File: src/rtl/wb_uart_tx_fifo.sv
// wb_uart_tx_fifo
//   Wishbone-slave UART transmitter with a byte FIFO. Serial format is 8N1,
//   LSB first. The bit time is DIV+1 clocks, where DIV is set by software.
//
//   Register window, selected by wbs_adr_i[3:2]:
//     0 TXDATA  W  push dat[7:0] when sel[0] is set; a push into a full FIFO
//                  is dropped and sets OVF. Reads 0.
//     1 STATUS  R  [0] empty, [1] full, [2] busy, [3] OVF, [15:8] level
//     2 DIV     RW [15:0] with byte lanes per sel[1:0]
//     3 CTRL    RW [0] EN, [1] IRQ_EN, [2] write-1 clears OVF (reads 0)
//
//   Ports
//     wb_clk_i, wb_rst_n_i      clock and asynchronous active-low reset
//     wbs_cyc_i/stb_i/we_i      Wishbone cycle, strobe and write enable
//     wbs_sel_i[3:0]            byte-lane selects
//     wbs_adr_i[31:0]           byte address
//     wbs_dat_i[31:0]           write data
//     wbs_ack_o                 registered single-cycle acknowledge
//     wbs_dat_o[31:0]           read data, zero when not acknowledging a read
//     uart_tx_o                 serial line, idle high
//     uart_oeb_o                pad output-enable bar, tied low
//     irq_o                     registered level interrupt
module wb_uart_tx_fifo #(
  parameter logic [31:0] BASE_ADDR   = 32'h3000_0000,
  parameter int          FIFO_DEPTH  = 8,
  parameter logic [15:0] DEFAULT_DIV = 16'd433
) (
  input  logic        wb_clk_i,
  input  logic        wb_rst_n_i,
  input  logic        wbs_cyc_i,
  input  logic        wbs_stb_i,
  input  logic        wbs_we_i,
  input  logic [3:0]  wbs_sel_i,
  input  logic [31:0] wbs_adr_i,
  input  logic [31:0] wbs_dat_i,
  output logic        wbs_ack_o,
  output logic [31:0] wbs_dat_o,
  output logic        uart_tx_o,
  output logic        uart_oeb_o,
  output logic        irq_o
);

  localparam int AW = $clog2(FIFO_DEPTH);
  localparam logic [AW:0] DEPTH_C = (AW + 1)'(FIFO_DEPTH);

  typedef enum logic [1:0] {
    IDLE  = 2'd0,
    START = 2'd1,
    DATA  = 2'd2,
    STOP  = 2'd3
  } state_e;

  // Bus interface
  logic        ack_q;
  logic [31:0] dat_q;
  logic        hit_s;
  logic        wr_s;
  logic [1:0]  reg_s;
  logic [31:0] rd_data_s;
  logic [31:0] status_s;

  // Software-visible registers
  logic [15:0] div_q, div_d;
  logic        en_q, en_d;
  logic        irq_en_q, irq_en_d;
  logic        ovf_q, ovf_d;

  // FIFO
  logic [7:0]    mem_q [FIFO_DEPTH];
  logic [AW-1:0] wr_ptr_q, rd_ptr_q;
  logic [AW:0]   level_q;
  logic          empty_s, full_s;
  logic          push_req_s, push_s, pop_s;

  // Transmitter
  state_e      state_q;
  logic [7:0]  shift_q;
  logic [15:0] div_lat_q;
  logic [15:0] cnt_q;
  logic [2:0]  bit_q;
  logic        tx_q;
  logic        irq_q;
  logic        busy_s;

  // Inputs that no register decodes.
  logic unused_s;
  assign unused_s = ^{wbs_sel_i[3:2], wbs_dat_i[31:16], wbs_adr_i[1:0]};

  // The !ack_q term makes a held strobe produce one ack every other cycle.
  assign hit_s   = wbs_cyc_i & wbs_stb_i & (wbs_adr_i[31:4] == BASE_ADDR[31:4]) & ~ack_q;
  assign wr_s    = hit_s & wbs_we_i;
  assign reg_s   = wbs_adr_i[3:2];

  assign empty_s = (level_q == {(AW + 1){1'b0}});
  assign full_s  = (level_q == DEPTH_C);
  assign busy_s  = (state_q != IDLE);

  // Full is the pre-edge value, so a same-edge pop never makes room for a push.
  assign push_req_s = wr_s & (reg_s == 2'd0) & wbs_sel_i[0];
  assign push_s     = push_req_s & ~full_s;
  assign pop_s      = (state_q == IDLE) & en_q & ~empty_s;

  assign status_s = {16'h0000, 8'(level_q), 4'h0, ovf_q, busy_s, full_s, empty_s};

  // Read-data multiplexer
  always_comb begin
    rd_data_s = 32'h0000_0000;
    case (reg_s)
      2'd0:    rd_data_s = 32'h0000_0000;
      2'd1:    rd_data_s = status_s;
      2'd2:    rd_data_s = {16'h0000, div_q};
      2'd3:    rd_data_s = {30'h0000_0000, irq_en_q, en_q};
      default: rd_data_s = 32'h0000_0000;
    endcase
  end

  // Next-state values for DIV, CTRL and OVF from bus writes
  always_comb begin
    div_d    = div_q;
    en_d     = en_q;
    irq_en_d = irq_en_q;
    ovf_d    = ovf_q;
    if (wr_s) begin
      case (reg_s)
        2'd0: begin
          if (push_req_s && full_s) begin
            ovf_d = 1'b1;
          end else begin
            ovf_d = ovf_q;
          end
        end
        2'd2: begin
          if (wbs_sel_i[0]) begin
            div_d[7:0] = wbs_dat_i[7:0];
          end else begin
            div_d[7:0] = div_q[7:0];
          end
          if (wbs_sel_i[1]) begin
            div_d[15:8] = wbs_dat_i[15:8];
          end else begin
            div_d[15:8] = div_q[15:8];
          end
        end
        2'd3: begin
          if (wbs_sel_i[0]) begin
            en_d     = wbs_dat_i[0];
            irq_en_d = wbs_dat_i[1];
            if (wbs_dat_i[2]) begin
              ovf_d = 1'b0;
            end else begin
              ovf_d = ovf_q;
            end
          end else begin
            en_d = en_q;
          end
        end
        default: begin
          div_d = div_q;
        end
      endcase
    end else begin
      div_d = div_q;
    end
  end

  // Wishbone acknowledge and registered read data
  always_ff @(posedge wb_clk_i or negedge wb_rst_n_i) begin
    if (!wb_rst_n_i) begin
      ack_q <= 1'b0;
      dat_q <= 32'h0000_0000;
    end else begin
      ack_q <= hit_s;
      dat_q <= (hit_s && !wbs_we_i) ? rd_data_s : 32'h0000_0000;
    end
  end

  // Software-visible register state
  always_ff @(posedge wb_clk_i or negedge wb_rst_n_i) begin
    if (!wb_rst_n_i) begin
      div_q    <= DEFAULT_DIV;
      en_q     <= 1'b0;
      irq_en_q <= 1'b0;
      ovf_q    <= 1'b0;
    end else begin
      div_q    <= div_d;
      en_q     <= en_d;
      irq_en_q <= irq_en_d;
      ovf_q    <= ovf_d;
    end
  end

  // FIFO storage; contents are don't-care while level is zero
  always_ff @(posedge wb_clk_i) begin
    if (push_s) begin
      mem_q[wr_ptr_q] <= wbs_dat_i[7:0];
    end
  end

  // FIFO pointers and fill level; pointers wrap naturally at a power-of-two depth
  always_ff @(posedge wb_clk_i or negedge wb_rst_n_i) begin
    if (!wb_rst_n_i) begin
      wr_ptr_q <= {AW{1'b0}};
      rd_ptr_q <= {AW{1'b0}};
      level_q  <= {(AW + 1){1'b0}};
    end else begin
      if (push_s) begin
        wr_ptr_q <= wr_ptr_q + {{(AW - 1){1'b0}}, 1'b1};
      end
      if (pop_s) begin
        rd_ptr_q <= rd_ptr_q + {{(AW - 1){1'b0}}, 1'b1};
      end
      case ({push_s, pop_s})
        2'b10:   level_q <= level_q + {{AW{1'b0}}, 1'b1};
        2'b01:   level_q <= level_q - {{AW{1'b0}}, 1'b1};
        default: level_q <= level_q;
      endcase
    end
  end

  // Transmit FSM; DIV is latched at pop so mid-frame DIV writes wait for the next frame
  always_ff @(posedge wb_clk_i or negedge wb_rst_n_i) begin
    if (!wb_rst_n_i) begin
      state_q   <= IDLE;
      shift_q   <= 8'h00;
      div_lat_q <= 16'h0000;
      cnt_q     <= 16'h0000;
      bit_q     <= 3'd0;
      tx_q      <= 1'b1;
    end else begin
      case (state_q)
        IDLE: begin
          tx_q <= 1'b1;
          if (pop_s) begin
            shift_q   <= mem_q[rd_ptr_q];
            div_lat_q <= div_q;
            cnt_q     <= 16'h0000;
            tx_q      <= 1'b0;
            state_q   <= START;
          end
        end
        START: begin
          if (cnt_q == div_lat_q) begin
            cnt_q   <= 16'h0000;
            bit_q   <= 3'd0;
            tx_q    <= shift_q[0];
            state_q <= DATA;
          end else begin
            cnt_q <= cnt_q + 16'd1;
          end
        end
        DATA: begin
          if (cnt_q == div_lat_q) begin
            cnt_q <= 16'h0000;
            if (bit_q == 3'd7) begin
              tx_q    <= 1'b1;
              state_q <= STOP;
            end else begin
              // Shift first so shift_q[0] is always the bit on the line.
              bit_q   <= bit_q + 3'd1;
              shift_q <= {1'b0, shift_q[7:1]};
              tx_q    <= shift_q[1];
            end
          end else begin
            cnt_q <= cnt_q + 16'd1;
          end
        end
        STOP: begin
          if (cnt_q == div_lat_q) begin
            cnt_q   <= 16'h0000;
            state_q <= IDLE;
          end else begin
            cnt_q <= cnt_q + 16'd1;
          end
        end
        default: begin
          state_q <= IDLE;
          tx_q    <= 1'b1;
        end
      endcase
    end
  end

  // Interrupt: transmitter drained and idle, one cycle behind its inputs
  always_ff @(posedge wb_clk_i or negedge wb_rst_n_i) begin
    if (!wb_rst_n_i) begin
      irq_q <= 1'b0;
    end else begin
      irq_q <= irq_en_q & empty_s & ~busy_s;
    end
  end

  assign wbs_ack_o  = ack_q;
  assign wbs_dat_o  = dat_q;
  assign uart_tx_o  = tx_q;
  assign uart_oeb_o = 1'b0;
  assign irq_o      = irq_q;

endmodule
File: config.mk
export PLATFORM = sky130hd
export DESIGN_NAME = wb_uart_tx_fifo
export DESIGN_NICKNAME = d
export VERILOG_FILES = /design/src/rtl/wb_uart_tx_fifo.sv
export SDC_FILE = /design/constraint.sdc
export NUM_CORES = 1
export LEC_CHECK = 0
export ABC_AREA = 0
export BUFFER_PORTS_ARGS = -buffer_cell sky130_fd_sc_hd__buf_2
export CAP_MARGIN = 20
export CORE_AREA = 3 3 118 120
export DETAILED_ROUTE_END_ITERATION = 8
export DIE_AREA = 0 0 121 123
export PLACE_DENSITY = 0.75
export SETUP_SLACK_MARGIN = 0.15
export SYNTH_ARGS = -nofsm -noshare
export SYNTH_HDL_FRONTEND = slang
export SYNTH_SLANG_ARGS = --single-unit
File: constraint.sdc
create_clock -name wb_clk_i -period 3.2 [get_ports wb_clk_i]
set_input_delay 0.64 -clock wb_clk_i [delete_from_list [all_inputs] [get_ports wb_clk_i]]
set_output_delay 0.64 -clock wb_clk_i [all_outputs]
set_load 0.05 [all_outputs]
# ---- Yosys cells after proc, flatten, opt, wreduce, memory -nomap -nowiden
# Memory sizes are Yosys's and may differ from the RTL's.
# Cells that the tools add are included.
dict set report classes {
  n_reduce_logical 22
  bitwise_logic 15
  n_mux 31
  eq_ne 21
  add_sub_neg 6
}
# op count
set ops {}
lappend ops {{32-bit case mux with 4 select lines} 1}
lappend ops {{16-bit 2-to-1 mux} 2}
lappend ops {{32-bit 2-to-1 mux} 1}
lappend ops {{16-bit case mux with 2 select lines} 1}
lappend ops {{28-bit by 26-bit == test with 1-bit output (second input constant)} 1}
lappend ops {{8-bit 2-to-1 mux} 3}
lappend ops {{16-bit by 1-bit adder with 16-bit output (second input constant)} 1}
lappend ops {{16-bit == test} 1}
lappend ops {{2-bit != test (second input constant)} 8}
lappend ops {{8-bit case mux with 2 select lines} 1}
lappend ops {{3-bit AND reduction} 4}
lappend ops {{1-bit AND} 11}
lappend ops {{2-bit == test (second input constant)} 5}
lappend ops {{2-bit 2-to-1 mux} 5}
lappend ops {{5-bit AND reduction} 2}
lappend ops {{2-bit nonzero test} 5}
lappend ops {{3-bit by 1-bit adder with 3-bit output (second input constant)} 3}
lappend ops {{1-bit 2-to-1 mux} 9}
lappend ops {{3-bit 2-to-1 mux} 3}
lappend ops {{2-bit case mux with 4 select lines} 1}
lappend ops {{4-bit case mux with 2 select lines} 1}
lappend ops {{4-bit AND reduction} 2}
lappend ops {{2-bit by 1-bit == test with 1-bit output (second input constant)} 3}
lappend ops {{3-bit case mux with 2 select lines} 1}
lappend ops {{15 further kinds} 20}
dict set report totals {
  word_cells 113
  output_inout_bits 36
  in_bits 73
  memories 1
  ram_bits 64
  register_bits 109
}
# name words word_bits rd rd_clocked_by_memory_dff wr line_no
set memory_table {}
lappend memory_table {mem_q 8 8 1 0 1 69} ;# logic [7:0] mem_q [FIFO_DEPTH];

# ---- Depth between registers and ports, before layout
dict set report logic_depth {
  word_depth 9
  mapped_depth 13
}

# ---- Worst setup path before layout
# Ideal clock, no wire load.
dict set report synth_path {
  path_type {in2reg}
  startpoint {input wbs_adr_i[12]}
  endpoint {register level_q[2]}
  stages 11
  n_path_buf 0
  slack_ps 364
  arrival_ps 2708
  path_cell_list {nor4_1 -> nand4_1 -> nor4_2 -> inv_1 -> ha_1 -> xor2_1 -> ha_1 -> a21oi_1 -> xnor2_1 -> nand2_1 -> xnor2_1}
}
dict set report synth_between {
  elab_chain_len 9
}
# element line_no
set synth_rtl {}
lappend synth_rtl {{start, declared} 34} ;# input logic [31:0] wbs_adr_i,
lappend synth_rtl {{28-bit by 26-bit == test with 1-bit output (*)} 90} ;# assign hit_s = wbs_cyc_i & wbs_stb_i & (wbs_adr_i[31:4] == BASE_ADDR[31:4]) & ~ack_q;
lappend synth_rtl {{1-bit AND (*) (2 in a row)} 90}
lappend synth_rtl {{1-bit AND (*)} 91} ;# assign wr_s = hit_s & wbs_we_i;
lappend synth_rtl {{1-bit AND (*) (2 in a row)} 99} ;# assign push_req_s = wr_s & (reg_s == 2'd0) & wbs_sel_i[0];
lappend synth_rtl {{1-bit AND (*)} 100} ;# assign push_s = push_req_s & ~full_s;
lappend synth_rtl {{2-bit by 1-bit == test with 1-bit output or 2-bit == test (tied branches)} 212} ;# case ({push_s, pop_s})
lappend synth_rtl {{4-bit case mux with 2 select lines or 2-bit nonzero test (tied branches)} --}
lappend synth_rtl {{end signal, assigned} 213} ;# 2'b10: level_q <= level_q + {{AW{1'b0}}, 1'b1};
lappend synth_rtl {{end signal, assigned} 214} ;# 2'b01: level_q <= level_q - {{AW{1'b0}}, 1'b1};
lappend synth_rtl {{end signal, assigned} 215} ;# default: level_q <= level_q;
lappend synth_rtl {{end, declared} 71} ;# logic [AW:0] level_q;
# Mark *: on every way between the ends. The rest lies on a longest branch, timed or not.
# A chain may end at the register's enable or synchronous reset.

# ---- Worst setup path after layout
dict set report layout_path {
  startpoint {register level_q[2]}
  endpoint {register level_q[2]}
}
dict set report layout_between {
  elab_chain_len 5
}
# element line_no
set layout_rtl {}
lappend layout_rtl {{start signal, assigned} 204} ;# level_q <= {(AW + 1){1'b0}};
lappend layout_rtl {{start signal, assigned} 213}
lappend layout_rtl {{start signal, assigned} 214}
lappend layout_rtl {{4-bit == test or 4-bit zero test (tied branches)} {95, 94}}
lappend layout_rtl {{1-bit inverter (on tied branches)} {100, 101}}
lappend layout_rtl {{1-bit AND (on tied branches)} {100, 101}}
lappend layout_rtl {{2-bit by 1-bit == test with 1-bit output or 2-bit == test (tied branches)} 212}
lappend layout_rtl {{4-bit case mux with 2 select lines or 2-bit nonzero test (tied branches)} --}
# Parallel ways exist; a longest one is shown, timed or not.

==> metrics.md <==
| Metric | Value |
|---|---|
| Worst hold slack | 0.181 ns |
| Worst EP arrival | 3.05 ns |
| Post-CTS sizing | 0 |
| Post-synth top area share | 30.5% |
| I/O pins | 109 |
| Total CTS buffers | 17 |
| Maxcap violations | 0 |
| # hold bufs at CTS | 0 |
| Post-Route WL | 14800 µm |
| Worst min path class | primary input to asynchronous set/reset pin |
| First-pass GRT wire length | 24000 µm |
| Post-synth top flop | dfrtp_1 |
| R2R Setup Slk | 0.46 ns |
| Fin cells | 823 |
| Antenna cells | 0 |
| Worst-margin pin slew | 0.828 ns |
| Full die area | 0.0149 mm² |
| Drt wl/cell | 17.9 µm |
| Synthesized area | 0.00714 mm² |
| Htree depth | 4 |
| Synth-to-Final Area Change | 15.8% |
| Unrepaired setup endpoints after global routing | false |
| Iteration-0 DRC Markers | 477 |
| DP Wirelength | 10000 µm |
| Cells after synthesis | 554 |
| Final TNS setup | 0 ns |
| Setup crit end kind | flop |
| Critical path class | flop to flop |
| CTS tree | done |
| Initial antenna violation count | 0 |
| Number of remaining DRC errors | 0 |
| Vias | 4657 |
| FMAX | 0.365 GHz |
| Initial core utilization | 54.5% |
| Core area | 0.0131 mm² |
| Die Wd | 121 µm |
| R2R Path End | level_q[2] |
| Largest net degree at the start of global routing | 41 |
| Post-synth EDFFs | 64 |
| Vias per inst | 5.66 |
| Final setup violation count | 0 |
| Commonest cells post-synth | nand2_1, dfrtp_1, edfxtp_1 |
| Leak pwr | 3.68 nW |
| Area leader, netlist | dfrtp_1 |
| Initial DRT Pass Iterations | 5 |
| GP Congestion | 0.850 |
| Yosys reg bits | 157 |
| Clock root cell | clkbuf_16 |
| Top post-synthesis cells by area | dfrtp_1, edfxtp_1, mux4_2, nand2_1, mux2_2 |
| IO Port Bufs | 71 |
| Final period demand of the worst path | 2.74 ns |
| Clk buf depth | 2 |
| Fin worst setup slack | 0.463 ns |
| Worst r2r src | level_q[2] |
| Clock sinks | 157 |
| Post-placement setup slack | 0.255 ns |
| Mean Syn Cell Area | 12.9 µm² |
| Most common cell in the netlist | nand2_1 |
| Clock slew at reported path FFs | 0.06 ns |
| Tot GR Track Use | 21.1% |
| Clk_lat worst skew | 0.42 ns |
| # rows | 42 |
| Fin crit share | 85.5% |
| Setup bufs post-CTS | 0 |
| PwrDens | 523 mW/mm² |
| Outcome | complete, no violations |
| Maximum VDD drop | 0.000454 V |
| Post-synthesis sequential area ratio | 59.6% |
| Vias in the first global route | 4750 |
| Yosys warning total | 0 |
| Slew headroom | 44.8% |
| Die Y | 123 µm |
| R2R depth | 10 |
| Required @ worst endpoint | 3.51 ns |
| Share of cells above drive strength 1 | 28.0% |
| Final Total Pwr | 4.32 mW |
| Startpoint types | flop |
| Biggest fanout along the worst timing path | 7 |
| Distinct cells, synth | 56 |
| Fraction of registers with async set/reset | 59.2% |
| Cell count after placement | 791 |
| Final Max Slew Viols | 0 |
| Final Hold Viols | 0 |
| Antenna Nets Post-Route | 0 |
| Nets | 719 |
| Worst Skew | 0.00719 ns |
| Total grt overflow | 0 |
==> final cells by class <==
type	count	area, µm²
Sequential cell	157	4260
Tap cell	176	220
Clock buffer	18	429
Multi-Input combinational cell	355	2630
Inverter	15	56.3
Clock inverter	14	190
Fill cell	967	4820
Timing Repair Buffer	88	485
==> how the worst max path moves through the flow <==
stage / startpoint / end / slack, ns / cells after the start
4_1_cts: level_q[2] / level_q[2] / 0.47 / 10
6_report: level_q[2] / level_q[2] / 0.46 / 10
2_1_floorplan: wbs_adr_i[12] / level_q[2] / 0.36 / 11
3_5_place_dp: wbs_adr_i[11] / level_q[2] / 0.25 / 12
5_1_grt: level_q[2] / level_q[2] / 0.28 / 10
3_3_place_gp: wbs_adr_i[5] / level_q[2] / 0.36 / 12
==> routing by layer <==
metal	global-route usage (%)	part of all wire [%]
met1	26.7	42
met4	6.37	1.3
met3	5.86	5.8
met2	35.8	51
met5	0	0
==> cell usage in the layout, fill, tap and decap left out, drive strengths merged, types with 4 or more instances in the layout <==
master / Yosys / layout
a41oi: 4 / 4
nand2: 88 / 88
nor2: 18 / 18
mux2i: 9 / 9
nand3: 7 / 7
nand2b: 6 / 6
xor2: 18 / 18
o21ai: 17 / 17
nor3: 4 / 4
and2: 9 / 9
bufinv: 0 / 4
dfrtp: 87 / 87
mux4: 16 / 16
ha: 12 / 12
xnor2: 7 / 7
conb: 1 / 17
buf: 29 / 88
dfstp: 6 / 6
clkinv: 1 / 6
edfxtp: 64 / 64
nand4: 11 / 11
a21oi: 10 / 10
clkbuf: 14 / 18
mux2: 32 / 32
a22oi: 8 / 8
inv: 14 / 17
nor4: 14 / 14
and3: 4 / 4
a22o: 4 / 4
a31oi: 14 / 14
==> sequential cells by signal (all words and copies together), names as in the netlist, 2 cells and up <==
name,count
wbs_dat_o,16
rd_ptr_q,3
cnt_q,16
mem_q,64
shift_q,8
bit_q,3
div_lat_q,16
state_q,2
level_q,4
div_q,16
wr_ptr_q,3
==> report_power, final <==
group | total, mW | internal (mW) | switching (mW)
combinational | 0.125 | 0.0286 | 0.0965
clock | 2.10 | 1.31 | 0.794
sequential | 2.10 | 2.10 | 0.00000000147
total | 4.32 | 3.43 | 0.891
==> critical path, cell delays in order (launching register included) <==
cell and delay, ns:
dfrtp_1 0.45, or4_1 0.69, nand3_1 0.17, clkinv_1 0.14, ha_1 0.29, xor2_1 0.17, ha_1 0.19, a21oi_1 0.15
xnor2_1 0.15, nand2_1 0.09, xnor2_1 0.12
==> stage by stage <==
stage	cell area [µm²]	util, %
2_1_floorplan	7200	-
3_3_place_gp	7650	58.4
3_5_place_dp	7650	58.4
4_1_cts	8270	63.2
5_1_grt	8270	63.2
6_report	8270	63.2
==> kinds of logic (layout without fill, tap and decap cells) <==
family | after synthesis | after routing | synth area share, %
compound gates | 68 | 68 | 6.40
xor+xnor | 25 | 25 | 3.07
fa+ha+maj | 12 | 12 | 2.10
buf+inv | 58 | 135 | 4.37
flops | 157 | 157 | 59.6
mux | 57 | 57 | 11.7
other cells | 1 | 17 | 0.0525
simple gates | 176 | 176 | 12.6
Note: power is estimated with default switching activity, not from simulation.
